File: src/rtl/match_ctrl.sv
`default_nettype none
// ============================================================================
//  Module   : match_ctrl
//  Purpose  : Ball-and-paddle match sequencer: serve/rally/point/game-over
//             phases, ball gating, score keeping and winner declaration.
//             Optional macro WIN_BY_TWO_EN requires a two-point winning lead.
//  Revision : 1.0  initial release
// ============================================================================
module match_ctrl #(
    parameter int WIN_SCORE   = 11,
    parameter int SERVE_DELAY = 50_000_000,
    parameter int POINT_HOLD  = 25_000_000,
    parameter int TMR_W       = 26
) (
    input  logic       clk,
    input  logic       rst_n,
    input  logic       start,
    input  logic       miss_left,
    input  logic       miss_right,
    output logic [4:0] score1,
    output logic [4:0] score2,
    output logic       ball_en,
    output logic       ball_rst,
    output logic       serve_dir,
    output logic       game_over,
    output logic       winner,
    output logic [2:0] state
);

    localparam logic [2:0] c_IDLE      = 3'd0;
    localparam logic [2:0] c_SERVE     = 3'd1;
    localparam logic [2:0] c_PLAY      = 3'd2;
    localparam logic [2:0] c_POINT     = 3'd3;
    localparam logic [2:0] c_GAME_OVER = 3'd4;

    // Timers count down to zero, so a load of N-1 gives N cycles in the phase
    localparam logic [TMR_W-1:0] c_serve_load = TMR_W'(SERVE_DELAY - 1);
    localparam logic [TMR_W-1:0] c_point_load = TMR_W'(POINT_HOLD - 1);
    localparam logic [4:0]       c_win_score  = 5'(WIN_SCORE);
    localparam logic [4:0]       c_score_max  = 5'd31;

    logic [2:0]       r_state;
    logic [4:0]       r_score1;
    logic [4:0]       r_score2;
    logic [TMR_W-1:0] r_timer;
    logic             r_serve_dir;
    logic             r_winner;

    logic w_timer_done;
    logic w_p1_wins;
    logic w_p2_wins;

    assign w_timer_done = (r_timer == '0);

`ifdef WIN_BY_TWO_EN
    logic [5:0] w_s1_ext;
    logic [5:0] w_s2_ext;
    assign w_s1_ext = {1'b0, r_score1};
    assign w_s2_ext = {1'b0, r_score2};
    // A score pinned at 31 cannot grow its lead, so the higher score takes it
    assign w_p1_wins = ((r_score1 >= c_win_score) && (w_s1_ext >= w_s2_ext + 6'd2)) ||
                       ((r_score1 == c_score_max) && (r_score1 > r_score2));
    assign w_p2_wins = ((r_score2 >= c_win_score) && (w_s2_ext >= w_s1_ext + 6'd2)) ||
                       ((r_score2 == c_score_max) && (r_score2 > r_score1));
`else
    assign w_p1_wins = (r_score1 >= c_win_score);
    assign w_p2_wins = (r_score2 >= c_win_score);
`endif

    function automatic logic [4:0] sat_inc(input logic [4:0] s);
        return (s == c_score_max) ? s : s + 5'd1;
    endfunction

    always_ff @(posedge clk or negedge rst_n) begin
        if (!rst_n) begin
            r_state     <= c_IDLE;
            r_score1    <= '0;
            r_score2    <= '0;
            r_timer     <= '0;
            r_serve_dir <= 1'b0;
            r_winner    <= 1'b0;
        end else begin
            case (r_state)
                c_IDLE: begin
                    if (start) begin
                        r_state  <= c_SERVE;
                        r_score1 <= '0;
                        r_score2 <= '0;
                        r_timer  <= c_serve_load;
                    end
                end
                c_SERVE: begin
                    if (w_timer_done) r_state <= c_PLAY;
                    else              r_timer <= r_timer - 1'b1;
                end
                c_PLAY: begin
                    if (miss_left || miss_right) begin
                        r_state <= c_POINT;
                        r_timer <= c_point_load;
                    end
                    // A double miss is a re-serve: no score, direction kept
                    if (miss_left && !miss_right) begin
                        r_score2    <= sat_inc(r_score2);
                        r_serve_dir <= 1'b0;
                    end else if (miss_right && !miss_left) begin
                        r_score1    <= sat_inc(r_score1);
                        r_serve_dir <= 1'b1;
                    end
                end
                c_POINT: begin
                    if (!w_timer_done) begin
                        r_timer <= r_timer - 1'b1;
                    end else if (w_p1_wins || w_p2_wins) begin
                        r_state  <= c_GAME_OVER;
                        r_winner <= !w_p1_wins;
                    end else begin
                        r_state <= c_SERVE;
                        r_timer <= c_serve_load;
                    end
                end
                c_GAME_OVER: begin
                    if (start) begin
                        r_state     <= c_SERVE;
                        r_score1    <= '0;
                        r_score2    <= '0;
                        r_timer     <= c_serve_load;
                        r_serve_dir <= !r_winner;
                        r_winner    <= 1'b0;
                    end
                end
                default: r_state <= c_IDLE;
            endcase
        end
    end

    assign score1    = r_score1;
    assign score2    = r_score2;
    assign state     = r_state;
    assign serve_dir = r_serve_dir;
    assign ball_en   = (r_state == c_PLAY);
    assign ball_rst  = (r_state != c_PLAY);
    assign game_over = (r_state == c_GAME_OVER);
    assign winner    = r_winner && (r_state == c_GAME_OVER);

endmodule
`default_nettype wire

File: config.mk
export PLATFORM = sky130hd
export DESIGN_NAME = match_ctrl
export DESIGN_NICKNAME = d
export VERILOG_FILES = /design/src/rtl/match_ctrl.sv
export SDC_FILE = /design/constraint.sdc
export NUM_CORES = 1
export LEC_CHECK = 0
export CELL_PAD_IN_SITES_DETAIL_PLACEMENT = 1
export CELL_PAD_IN_SITES_GLOBAL_PLACEMENT = 2
export CORE_MARGIN = 2
export CORE_UTILIZATION = 36
export CTS_CLUSTER_DIAMETER = 30
export DETAILED_ROUTE_END_ITERATION = 10
export GPL_ROUTABILITY_DRIVEN = 0
export GPL_TIMING_DRIVEN = 0
export PLACE_DENSITY = 0.87
export RECOVER_POWER = 50
export SLEW_MARGIN = 20
export SYNTH_ARGS = -nofsm -noshare
export SYNTH_HDL_FRONTEND = slang
export SYNTH_SLANG_ARGS = --single-unit
export TNS_END_PERCENT = 5
File: constraint.sdc
create_clock -name clk -period 2.8 [get_ports clk]
set_input_delay 0.28 -clock clk [delete_from_list [all_inputs] [get_ports clk]]
set_output_delay 0.28 -clock clk [all_outputs]
set_load 0.02 [all_outputs]
### Word-level counts from Yosys, hierarchy flattened

Index checks and enable logic that the tools add are counted.

* bits in registers: 41
* bits of input ports: 5
* output and inout port bits: 18
* logic and storage cells: 82

* add/sub/neg operators: 3
* order comparisons: 2
* eq/ne operators: 21
* mux-type cells: 28
* reduce and logical (&&, ||, !) cells: 22

Operator list (number)
* 26-bit two-way mux: 5
* 26-bit case mux with 4 select lines: 1
* 5-bit two-way mux: 6
* 26-bit logical NOT: 1
* 26-bit by 1-bit subtractor with 26-bit output (second input constant): 1
* 5-bit case mux with 2 select lines: 2
* 2-bit inequality test (second input constant): 8
* 3-bit two-way mux: 5
* 3-bit case mux with 4 select lines: 1
* 4-bit AND reduction: 3
* 5-bit by 1-bit adder with 5-bit output (second input constant): 2
* 5-bit equality test (second input constant): 2
* 5-bit by 4-bit >= comparator with 1-bit output (second input constant): 2
* 5-bit AND reduction: 2
* 2-bit by 1-bit inequality test with 1-bit output (second input constant): 4
* 3-bit by 2-bit equality test with 1-bit output (second input constant): 2
* 1-bit two-way mux: 6
* 2-bit nonzero test: 3
* 1-bit logical NOT: 4
* 1-bit case mux with 2 select lines: 2
* 4-bit nonzero test: 1
* 3-bit by 1-bit equality test with 1-bit output (second input constant): 1
* 3-bit equality test (second input constant): 1
* 1-bit logical AND: 3
* 7 further kinds: 8

### Depth between registers and ports, before layout

* depth in word-level cells: 5
* depth in mapped cells: 10
* mapped depth without buffers: 9

### Least setup slack after synthesis

OpenSTA, ideal clock, no wires.

* path type: reg2reg
* start point: register r_state[1] (netlist: state[1])
* end point: register r_score1[3] (netlist: score1[3])
* setup time: 0.078 ns
* data arrival time: 2.152 ns
* required time: 2.722 ns
* path slack: 0.571 ns
* cell stages (with the launch flop): 10
* path buffers: 1
* period minus slack after synthesis: 2.229 ns
* cell sequence: dfrtp_1 -> buf_2 -> nor2b_1 -> nand2_1 -> inv_1 -> nand3_1 -> nand2_1 -> nand4_1 -> xor2_1 -> a21oi_1

RTL lines
* start: declaration: RTL line 42 `logic [2:0] r_state;`
* start signal: assignment: RTL line 76 `r_state <= c_IDLE;`
* start signal: assignment: RTL line 86 `r_state <= c_SERVE;`
* start signal: assignment: RTL line 93 `if (w_timer_done) r_state <= c_PLAY;`
* 3-bit by 2-bit equality test with 1-bit output (*)
* net ball_en: RTL line 22 `output logic ball_en,`
* 2-bit inequality test (no line), or another cell as far along
* 5-bit AND reduction (no line)
* end signal: assignment: RTL line 106 `r_score1 <= sat_inc(r_score1);`
* end: declaration: RTL line 43 `logic [4:0] r_score1;`

Mark *: on every way through the listed nets, which the timed path passes. The rest lies on a longest branch.
A chain may end at the register's enable or synchronous reset.

### Worst setup path after layout

* start point: register r_state[1] (netlist: state[1])
* end point: output ball_en

* longest elaborated chain between the ends: 1

RTL lines
* 3-bit by 2-bit equality test with 1-bit output: RTL line 140 `assign ball_en = (r_state == c_PLAY);`
* end: declaration: RTL line 22

No other way between the ends.

==> flow_summary.toml <==
[critical_path]
cp.depth = 5
crit_end = "ball_en"
critPathMaxStageDelay_ns = 0.66
cp-end-kind = "output pin"
path_cells = "buf_2 > nor2b_2 > nand2_1 > inv_1 > clkdlybuf4s50_1"
cp_top_family = "buffers and inverters"
start_kind = "flip-flop"
worstReg2RegStart = "r_timer[0]"
path_buf_inv = 3
critPathMaxFanout = 10
reg2reg_setup_slack_ns = 0.23
crit_arrival_ns = 2.32
cp-startpoint = "state[1]"
crit_path_top_delay_cell = "clkdlybuf4s50_1"
r2r-end = "r_timer[18]"
worstRegToRegCells = 9
crit_required_ns = 2.52
critical_path_class = "reg2out"

[job]
cap_violations = 0

[clock_tree]
clock-sinks = 41
clkTransAtPathRegs_ns = 0.08
cts_buffers = 5
root_buffer = "clkbuf_8"
clk_latency_ns = 0.30
cts_tree = "built"
htreeDepth = 2
cts_setup_buffers = 0
cts_buffer_depth = 2

[die]
start_util_pct = 37.07
die_h_um = 87.65
die_w_um = 87.65
pin_count = 23
die-area_um2 = 7682
std_cell_rows = 30
core_region_area_um2 = 6794

[sta]
hold_violations = 0
fin_crit_sh_pct = 93.01
drv_slew = 0
timing.slew.headroom_pct = 4.609
period_minus_slack_ns = 2.604
max_freq_ghz = 0.3840
fin_ws_ns = 0.1957
setup_viol = 0
worstMarginPinSlew_ns = 1.431
fin_tns_setup_ns = 0
rsz0062_at_grt = "no"
fin_worst_skew_ns = 0.01427

[detailed_routing]
postRouteAntennaNets = 0
drt_pre_antenna_iters = 4
top_layer_used = "met4"
drt-vias-per-instance = 5.663
vias = 2322
met2_wirelength_mm = 3.577
wl_mm = 7.436
wl_met3_um = 176
drt-met1-wl_mm = 3.586
drc = 0
wl_per_cell_um = 18.14
drtIter0Drc = 139

[power_and_ir_drop]
intPower_w = 0.0009897
switching_share_pct = 33.23
p_leak_nw = 1.203
vdd.ir_drop.worst_mv = 0.2651
pwr-share-comb_pct = 20.4
power_frac_seq_pct = 49.6
power.switching_w = 0.0004925
pwr-share-clk_pct = 29.9
p_per_area_nw_per_um2 = 492.4

[place]
io_buffers = 21
dp_worst_setup_slack_ns = -0.01923
dp.cells = 401
dp_hpwl_mm = 5.329

[logic_synthesis]
synth.top_cells.by_count = "dfrtp_1, o21ai_0, nand2_1, nor2_1, a21oi_1"
synth.most_common_cell = "dfrtp_1"
synth_area_um2 = 2519
postSynthCellCount = 283
synth_top_area_cell = "dfrtp_1"
synthArstFlopShare_pct = 100.0
synth_top_cell_area_share_pct = 40.74
synth-seq-cells = 41
synthDistinctLibCells = 55
synth_nets = 294
synth-main-ff-cell = "dfrtp_1"
synth_edf_count = 0
synth_top_cells_by_area = "dfrtp_1, o21ai_0, nand2_1, nor2_1, a21oi_1"
ys.warnings.count = 0
syn_area_per_cell_um2 = 8.900
ys_seq_area_share_pct = 40.74

[final_layout]
n_fill_cell = 807
fin_cells = 410
syn2layout_area_growth_pct = 19.52
multi_input_area_um2 = 1440
layout-drive-gt1-share_pct = 9.554
nets = 324
regArea_um2 = 1026
antenna_cells = 0

[grt]
antenna_found_initial = 0
grt_max_degree = 23
grt_pass1_vias = 2351
grt_use_total_pct = 20.77
grt_pass1_wl_mm = 12.39
grt_overflow = 0

[hold_path]
min_path_type = "in2reg"

[run_status]
status = "finished, final reports clean"
[power groups by stage]
stage               Sequential (W)  Combinational, W  Clock, W
finish                    0.000736          0.000303  0.000444
detailed placement        0.000746          0.000297         0
global placement          0.000742          0.000279         0
CTS                       0.000734          0.000301  0.000462
floorplan                 0.000727          0.000201         0
global route              0.000746          0.000344  0.000480
[logic make-up after synthesis]
group	count (synthesis)	synth area share (%)
compound gates	87	21.86
xor+xnor	6	2.086
fa+ha+maj	6	2.981
buf+inv	15	3.229
flops	41	40.74
mux	4	1.639
simple gates	124	27.47
[worst min path at each step]
stage | start | cells after the start | end | slack (ns)
global route | start | 2 | score1[2] | 0.45
global placement | serve_dir | 2 | serve_dir | 0.50
CTS | start | 2 | score1[3] | 0.41
floorplan | rst_n | 0 | r_timer[0] | -0.02
finish | start | 2 | score1[3] | 0.41
detailed placement | rst_n | 1 | r_timer[9] | 0.33
[through the flow]
| stage | util [%] | total power [W] | hold slack (ns) | instance area, µm² |
|---|---|---|---|---|
| after floorplan | - | 0.0009277 | -0.01559 | 2519 |
| after global placement | 41.93 | 0.001021 | 0.5037 | 2849 |
| after detailed placement | 42.27 | 0.001043 | 0.3267 | 2872 |
| after CTS | 44.00 | 0.001497 | 0.4051 | 2989 |
| after global routing | 44.31 | 0.001571 | 0.4468 | 3010 |
| final | 44.31 | 0.001482 | 0.4062 | 3010 |
[cells in the final DEF, fill, tap and decap left out, drive strengths merged, types with 7 or more instances in the layout]
cell / Yosys / final
dfrtp: 41 / 41
o21ai: 33 / 33
nand2: 29 / 29
nor2: 29 / 29
a21oi: 20 / 20
nand3: 15 / 15
clkdlybuf4s50: 0 / 11
clkbuf: 3 / 11
dlygate4sd3: 0 / 10
nor3: 10 / 10
nand2b: 7 / 7
a31oi: 7 / 7
buf: 6 / 7
[what timing repair did]
action / 4_1_cts / 5_1_grt
setup endpoints to repair: 3 / 6
gates resized for setup: 1 / 4
endpoints found under the hold margin: 6 / 0
cloned: 0 / 0
hold buffers: 1 / 0
[metal layers]
layer | vias up | GRT usage [%]
met4 | 0 | 4.615
met3 | 8 | 2.922
met2 | 42 | 34.85
li1 | 1109 | -
met1 | 1163 | 28.52
met5 | - | 0
[final cells by class]
class | instances | share of cell area, %
repair buffers | 23 | 8.022
clock buffers | 7 | 3.200
multi-input cells | 227 | 47.84
well taps | 96 | 3.990
flip-flops and latches | 41 | 34.08
clock inverters | 1 | 0.1663
plain buffers | 9 | 1.870
inverters | 6 | 0.8313
[worst register-to-register path, cell delays in order, from the launching register on]
cell,delay (ns)
dfrtp_1,0.47
inv_1,0.12
ha_1,0.18
nor4b_1,0.48
nand4_1,0.23
o2bb2ai_4,0.31
buf_2,0.29
a31oi_1,0.08
o21ai_0,0.19
o21ai_0,0.10
[flip-flops by register name (all words and copies together) (netlist names)]
signal     count
state          3
serve_dir      1
r_winner       1
score1         5
r_timer       26
score2         5
Power figures use the tool's default switching activity.
==> RTL edit 1: new RTL, same flow settings <==
The option `WIN_BY_TWO_EN` is turned on by a define.
--- a/src/rtl/match_ctrl.sv
+++ b/src/rtl/match_ctrl.sv
@@ -6,6 +6,8 @@
 //             Optional macro WIN_BY_TWO_EN requires a two-point winning lead.
 //  Revision : 1.0  initial release
 // ============================================================================
+`define WIN_BY_TWO_EN
+
 module match_ctrl #(
     parameter int WIN_SCORE   = 11,
     parameter int SERVE_DELAY = 50_000_000,
Formal check against the unedited RTL: no difference found for any inputs over 10 cycles, from zero or initial values and one cycle with rst_n low; that may be too few to reach the edited logic, so the function may still have changed.
==> RTL edit 1 against the original RTL <==
  * Via count is 19% higher
  * Sequential cell count is the same
  * Routed wire length up 16%
  * Synthesized area is 15% higher
  * Utilization is 0.14 points lower
  * Global-route usage grew 0.70 points
  * Design area is 14% higher
  * Critical path type is now reg -> reg
  * Setup slack got worse by 130 ps
Power is not compared: it rests on default switching activity, and its combinational part moved more than twofold at a synthesized area within 25%.
==> RTL edit 1: results (changes against the original RTL) <==
sta:
  max_slew_margin_pct: 24.8  # +20 points
  fin_crit_ps: 2730  # +128 ps
  skew_ps: 5.74  # -8.53 ps
detailed_routing:
  wl_met3_um: 203  # +15%
  ant_nets: 0  # unchanged
  vias_per_cell: 5.83  # +2.9%
  topRoutingLayerUsed: "met4"
  routed_wl_um: 8630  # +16%
  met1Wirelength_um: 4170  # +16%
  first_iter_violations: 100  # -28%
  wl_met2_um: 4150  # +16%
  post_drt_wl_per_cell_um: 18.2  # +0.41%
logic_synthesis:
  synthCells: 339  # +20%
  synth.distinct_cells: 56  # +1.8%
  yosys-top-cells-count: "dfrtp_1 (41), nor2_1 (28), a21oi_1 (25)"
  syn_nets: 366  # +24%
  seq_area_frac_synth_pct: 35.4  # -5.3 points
  async_flop_share_pct: 100  # unchanged
  synth_area_leaders: "dfrtp_1 (35%), ha_1 (9.5%), a21oi_1 (4.3%)"
  yosys_warnings: 0  # unchanged
placed_design:
  hpwl_um: 6350  # +19%
  dp_cells: 464  # +16%
  placed_cell_area_mm2: 0.00326  # +13%
  post-place-ws_ps: -595  # -576 ps
  io_buffers: 22  # +4.8%
clocking:
  clkTransAtPathRegs_ps: 90
  cts_htree_levels: 2  # unchanged
  cts_buffers: 5  # unchanged
  insertion_delay_ps: 310
  ctsRootBufferMaster: "clkbuf_8"
power_and_ir_drop:
  leakage_nw: 1.42
  ir_drop_uv: 322
layout:
  seq_area_mm2: 0.00103  # +0.61%
  nets: 398  # +23%
  largest_register_ffs: 26  # unchanged
  n_antenna_cell: 0  # unchanged
  fill_cells: 955  # +18%
  drive_gt1_share_pct: 10.2  # +0.66 points
worst_setup_path:
  crit_fanout: 10  # unchanged
  path_delay_family: "compound AO/OA/AOI/OAI gates"
  slowest_stage: "dfrtp_2"
  reg2reg_slack_ps: 70  # -160 ps
  slowest_delay_ps: 460  # -200 ps
  worstPathArrival_ps: 2930  # +610 ps
worst_hold_path:
  min_path_type: "reg -> reg"
global_route:
  grt_antenna_before_repair: 0  # unchanged
  grt_pass1_wl_um: 14700  # +19%
  grt_max_degree: 24  # +4.3%
  grt_use_total_pct: 21.5  # +0.70 points
  first_global_vias: 2830  # +20%
status:
  status: "complete, no violations"
[RTL edit 1: per-layer routing]
| layer | vias up | global-route usage [%] |
|---|---|---|
| met4 | 0 | 5.56 |
| li1 | 1335 | - |
| met5 | - | 0 |
| met1 | 1388 | 29.2 |
| met2 | 32 | 35.5 |
| met3 | 7 | 3.53 |
[RTL edit 1: what timing repair did]
item / in CTS / in global routing
setup endpoints to repair: 29 / 33
resized for setup: 13 / 12
pin swaps: 1 / 4
hold endpoints to repair: 18 / 0
setup buffers: 1 / 0
hold buffers: 1 / 0
[RTL edit 1: path summary, 6_finish.rpt]
| check | endpoint | depth (start not counted) | start |
|---|---|---|---|
| max in group asynchronous | r_timer[21] | 3 | rst_n |
| min in group asynchronous | r_winner | 2 | rst_n |
| worst max register to register | r_timer[1] | 10 | score1[2] |
| worst min-delay path | serve_dir | 2 | serve_dir |
| worst max-delay path | r_timer[1] | 10 | score1[2] |
| worst min register to register | serve_dir | 2 | serve_dir |
[RTL edit 1: area by class of cell]
type / count / share of cell area, %
buffer: 11 / 1.79
clock buffer: 5 / 2.01
clock inverter: 3 / 0.620
inverter: 22 / 2.48
multi-input combinational: 265 / 52.2
sequential: 41 / 30.1
tap: 102 / 3.72
timing repair buffer: 25 / 7.11
[RTL edit 1: cells by family after synthesis]
| family | synth area share (%) |
|---|---|
| AO/OA/AOI/OAI | 23.6 |
| XOR/XNOR | 2.42 |
| adder cells (fa/ha/maj) | 9.51 |
| buffers and inverters | 4.58 |
| flip-flops | 35.4 |
| multiplexers | 0.735 |
| AND/OR/NAND/NOR | 23.7 |
[RTL edit 1: power by group]
| group | total [mW] | switching (mW) | internal [mW] |
|---|---|---|---|
| clock | 0.425 | 0.248 | 0.178 |
| sequential | 1.14 | 0.349 | 0.794 |
| combinational | 1.31 | 0.695 | 0.616 |
[RTL edit 1: tightest hold or removal path, stage by stage, from the launching register on]
cell	delay, ps
dfrtp_1	350
o21ai_0	80
o41ai_1	60
[RTL edit 1: metrics by stage]
| step | TNS, ps | hold slack [ps] |
|---|---|---|
| 4_1_cts | -47.5 | 485 |
| 2_1_floorplan | 0 | -15.6 |
| 3_3_place_gp | -8780 | 495 |
| 5_1_grt | -1310 | 553 |
| 6_report | 0 | 514 |
| 3_5_place_dp | -10200 | 276 |
==> RTL edit 2: new RTL, config.mk and constraints unchanged <==
Without the edit above. Add an input register stage for `miss_left`; this delays it by one clock. The other inputs are not delayed to match.
--- a/src/rtl/match_ctrl.sv
+++ b/src/rtl/match_ctrl.sv
@@ -38,6 +38,12 @@
     localparam logic [TMR_W-1:0] c_point_load = TMR_W'(POINT_HOLD - 1);
     localparam logic [4:0]       c_win_score  = 5'(WIN_SCORE);
     localparam logic [4:0]       c_score_max  = 5'd31;
+
+    logic miss_left_q;
+
+    always_ff @(posedge clk) begin
+        miss_left_q <= miss_left;
+    end
 
     logic [2:0]       r_state;
     logic [4:0]       r_score1;
@@ -94,15 +100,15 @@
                     else              r_timer <= r_timer - 1'b1;
                 end
                 c_PLAY: begin
-                    if (miss_left || miss_right) begin
+                    if (miss_left_q || miss_right) begin
                         r_state <= c_POINT;
                         r_timer <= c_point_load;
                     end
                     // A double miss is a re-serve: no score, direction kept
-                    if (miss_left && !miss_right) begin
+                    if (miss_left_q && !miss_right) begin
                         r_score2    <= sat_inc(r_score2);
                         r_serve_dir <= 1'b0;
-                    end else if (miss_right && !miss_left) begin
+                    end else if (miss_right && !miss_left_q) begin
                         r_score1    <= sat_inc(r_score1);
                         r_serve_dir <= 1'b1;
                     end
Behaviour: no difference found for any inputs over 10 cycles, from zero or initial values and one cycle with rst_n low; that may be too few to reach the edited logic, so the function may still have changed.
==> RTL edit 2 against the original RTL <==
  * Setup slack got worse by 54 ps
  * Routed wire length fell by 0.39%
  * Global-route usage rose by 0.16 points
  * First-iteration DRC count fell by 24%
  * Largest cell class unchanged
  * Synthesized area rose by 0.79%
  * Sequential cell count rose by 1
  * Utilization barely moved
  * Non-clock buffer count did not move
  * Design area barely moved
  * Power rose by 3.2%
==> RTL edit 2: results (changes against the original RTL) <==
status:
  status: "complete, no violations"
power_and_ir_drop:
  ir_drop_uv: 164  # -38%
  leakage_nw: 1.20  # +0.12%
logic_synthesis:
  syn_nets: 295  # +0.34%
  synthCells: 284  # +0.35%
  yosys_warnings: 0  # unchanged
  async_flop_share_pct: 97.6  # -2.4 points
  synth.distinct_cells: 56  # +1.8%
  seq_area_frac_synth_pct: 41.2  # +0.47 points
  synth_area_leaders: "dfrtp_1 (40%), o21ai_0 (6.3%), nand2_1 (4.3%)"
worst_setup_path:
  r2r-start: "r_timer[0]"
  r2r-end: "r_timer[18]"
  path_delay_family: "buffers and inverters"
  worstPathArrival_ps: 2380  # +60 ps
  slowest_stage: "clkdlybuf4s50_1"
  reg2reg_slack_ps: 180  # -50 ps
  reg2regPathDepth: 9  # unchanged
sta:
  skew_ps: 10.4  # -3.88 ps
  max_slew_margin_pct: 22.1  # +18 points
  hold_ws_ps: 398  # -8.54 ps
  fmax_mhz: 376  # -2.0%
global_route:
  grt_antenna_before_repair: 0  # unchanged
  grt_max_degree: 25  # +8.7%
  grt_pass1_wl_um: 12500  # +0.89%
  grt_use_total_pct: 20.9  # +0.16 points
  first_global_vias: 2406  # +2.3%
layout:
  fill_cells: 796  # -1.4%
  fin_cells: 411  # +0.24%
  n_antenna_cell: 0  # unchanged
  largest_register_ffs: 26  # unchanged
  drive_gt1_share_pct: 9.21  # -0.35 points
  largest-register: "r_timer"
  areaGrowthSynthToFinish_pct: 18.6
  nets: 325  # +0.31%
placed_design:
  dp_cells: 402  # +0.25%
  hpwl_um: 5370  # +0.83%
  io_buffers: 21  # unchanged
  post-place-ws_ps: -39.3  # -20.1 ps
  placed_cell_area_mm2: 0.00288  # +0.44%
detailed_routing:
  drt_pass1_iterations: 4  # unchanged
  route.detailed.drc: 0  # unchanged
  first_iter_violations: 105  # -24%
  routed_wl_um: 7410  # -0.39%
  dr_total_vias: 2305  # -0.73%
clocking:
  clkTransAtPathRegs_ps: 80  # about the same
  cts_htree_levels: 2  # unchanged
worst_hold_path:
  min_from: "start"
  hold-path-endpoint: "score1[2]"
## RTL edit 2: cell types whose count changed in the layout (fill, tap and decap cells not counted)
cell             change
o2bb2ai_4            -1
dfxtp_1              +1
o2bb2ai_2            +1
dlygate4sd3_1        -1
dlymetal6s2s_1       +1
buf_16               -1
clkinv_2             -1
clkbuf_8             +1
clkdlybuf4s50_1      +1
## RTL edit 2: report_power, final
part / switching, mW / total, mW / internal (mW)
sequential: 0.0899 / 0.754 / 0.664
combinational: 0.180 / 0.291 / 0.111
clock: 0.235 / 0.485 / 0.250
total: 0.504 / 1.53 / 1.03
## RTL edit 2: cell type report
type / instances / share of cell area (%)
Clock buffer: 8 / 3.66
Tap cell: 96 / 3.99
Multi-Input combinational cell: 227 / 47.4
Sequential cell: 42 / 34.7
Inverter: 6 / 0.831
Buffer: 9 / 1.87
Timing Repair Buffer: 23 / 7.52
## RTL edit 2: worst reg2reg max path, cell delays in order, from the launching register on
cell	delay [ps]
dfrtp_1	470
inv_1	120
ha_1	150
nor4b_1	460
nand4_1	180
o2bb2ai_2	450
buf_2	330
a31oi_1	70
o21ai_0	160
o21ai_0	100
## RTL edit 2: repair_timing
item                       CTS  global route
hold endpoints to repair    17             0
pin swaps                    0             1
gates resized for setup      1             3
setup endpoints to repair    7             6
gates cloned                 0             0
hold buffers                 1             0
## RTL edit 2: routing by layer
metal / GRT usage, % / routed length, um / up-vias
met5: 0 / 0 / -
li1: - / - / 1108
met1: 29.6 / 3670 / 1159
met3: 2.83 / 136 / 6
met2: 35.0 / 3550 / 32
met4: 2.94 / 47 / 0
## RTL edit 2: logic make-up after synthesis
logic type | share of synthesized area, %
muxes | 1.63
DFF | 41.2
xor gates and xnor gates | 2.07
AOI/OAI and AO/OA | 21.7
and+or+nand+nor | 27.3
buffers and inverters | 3.20
adders and majority gates | 2.96
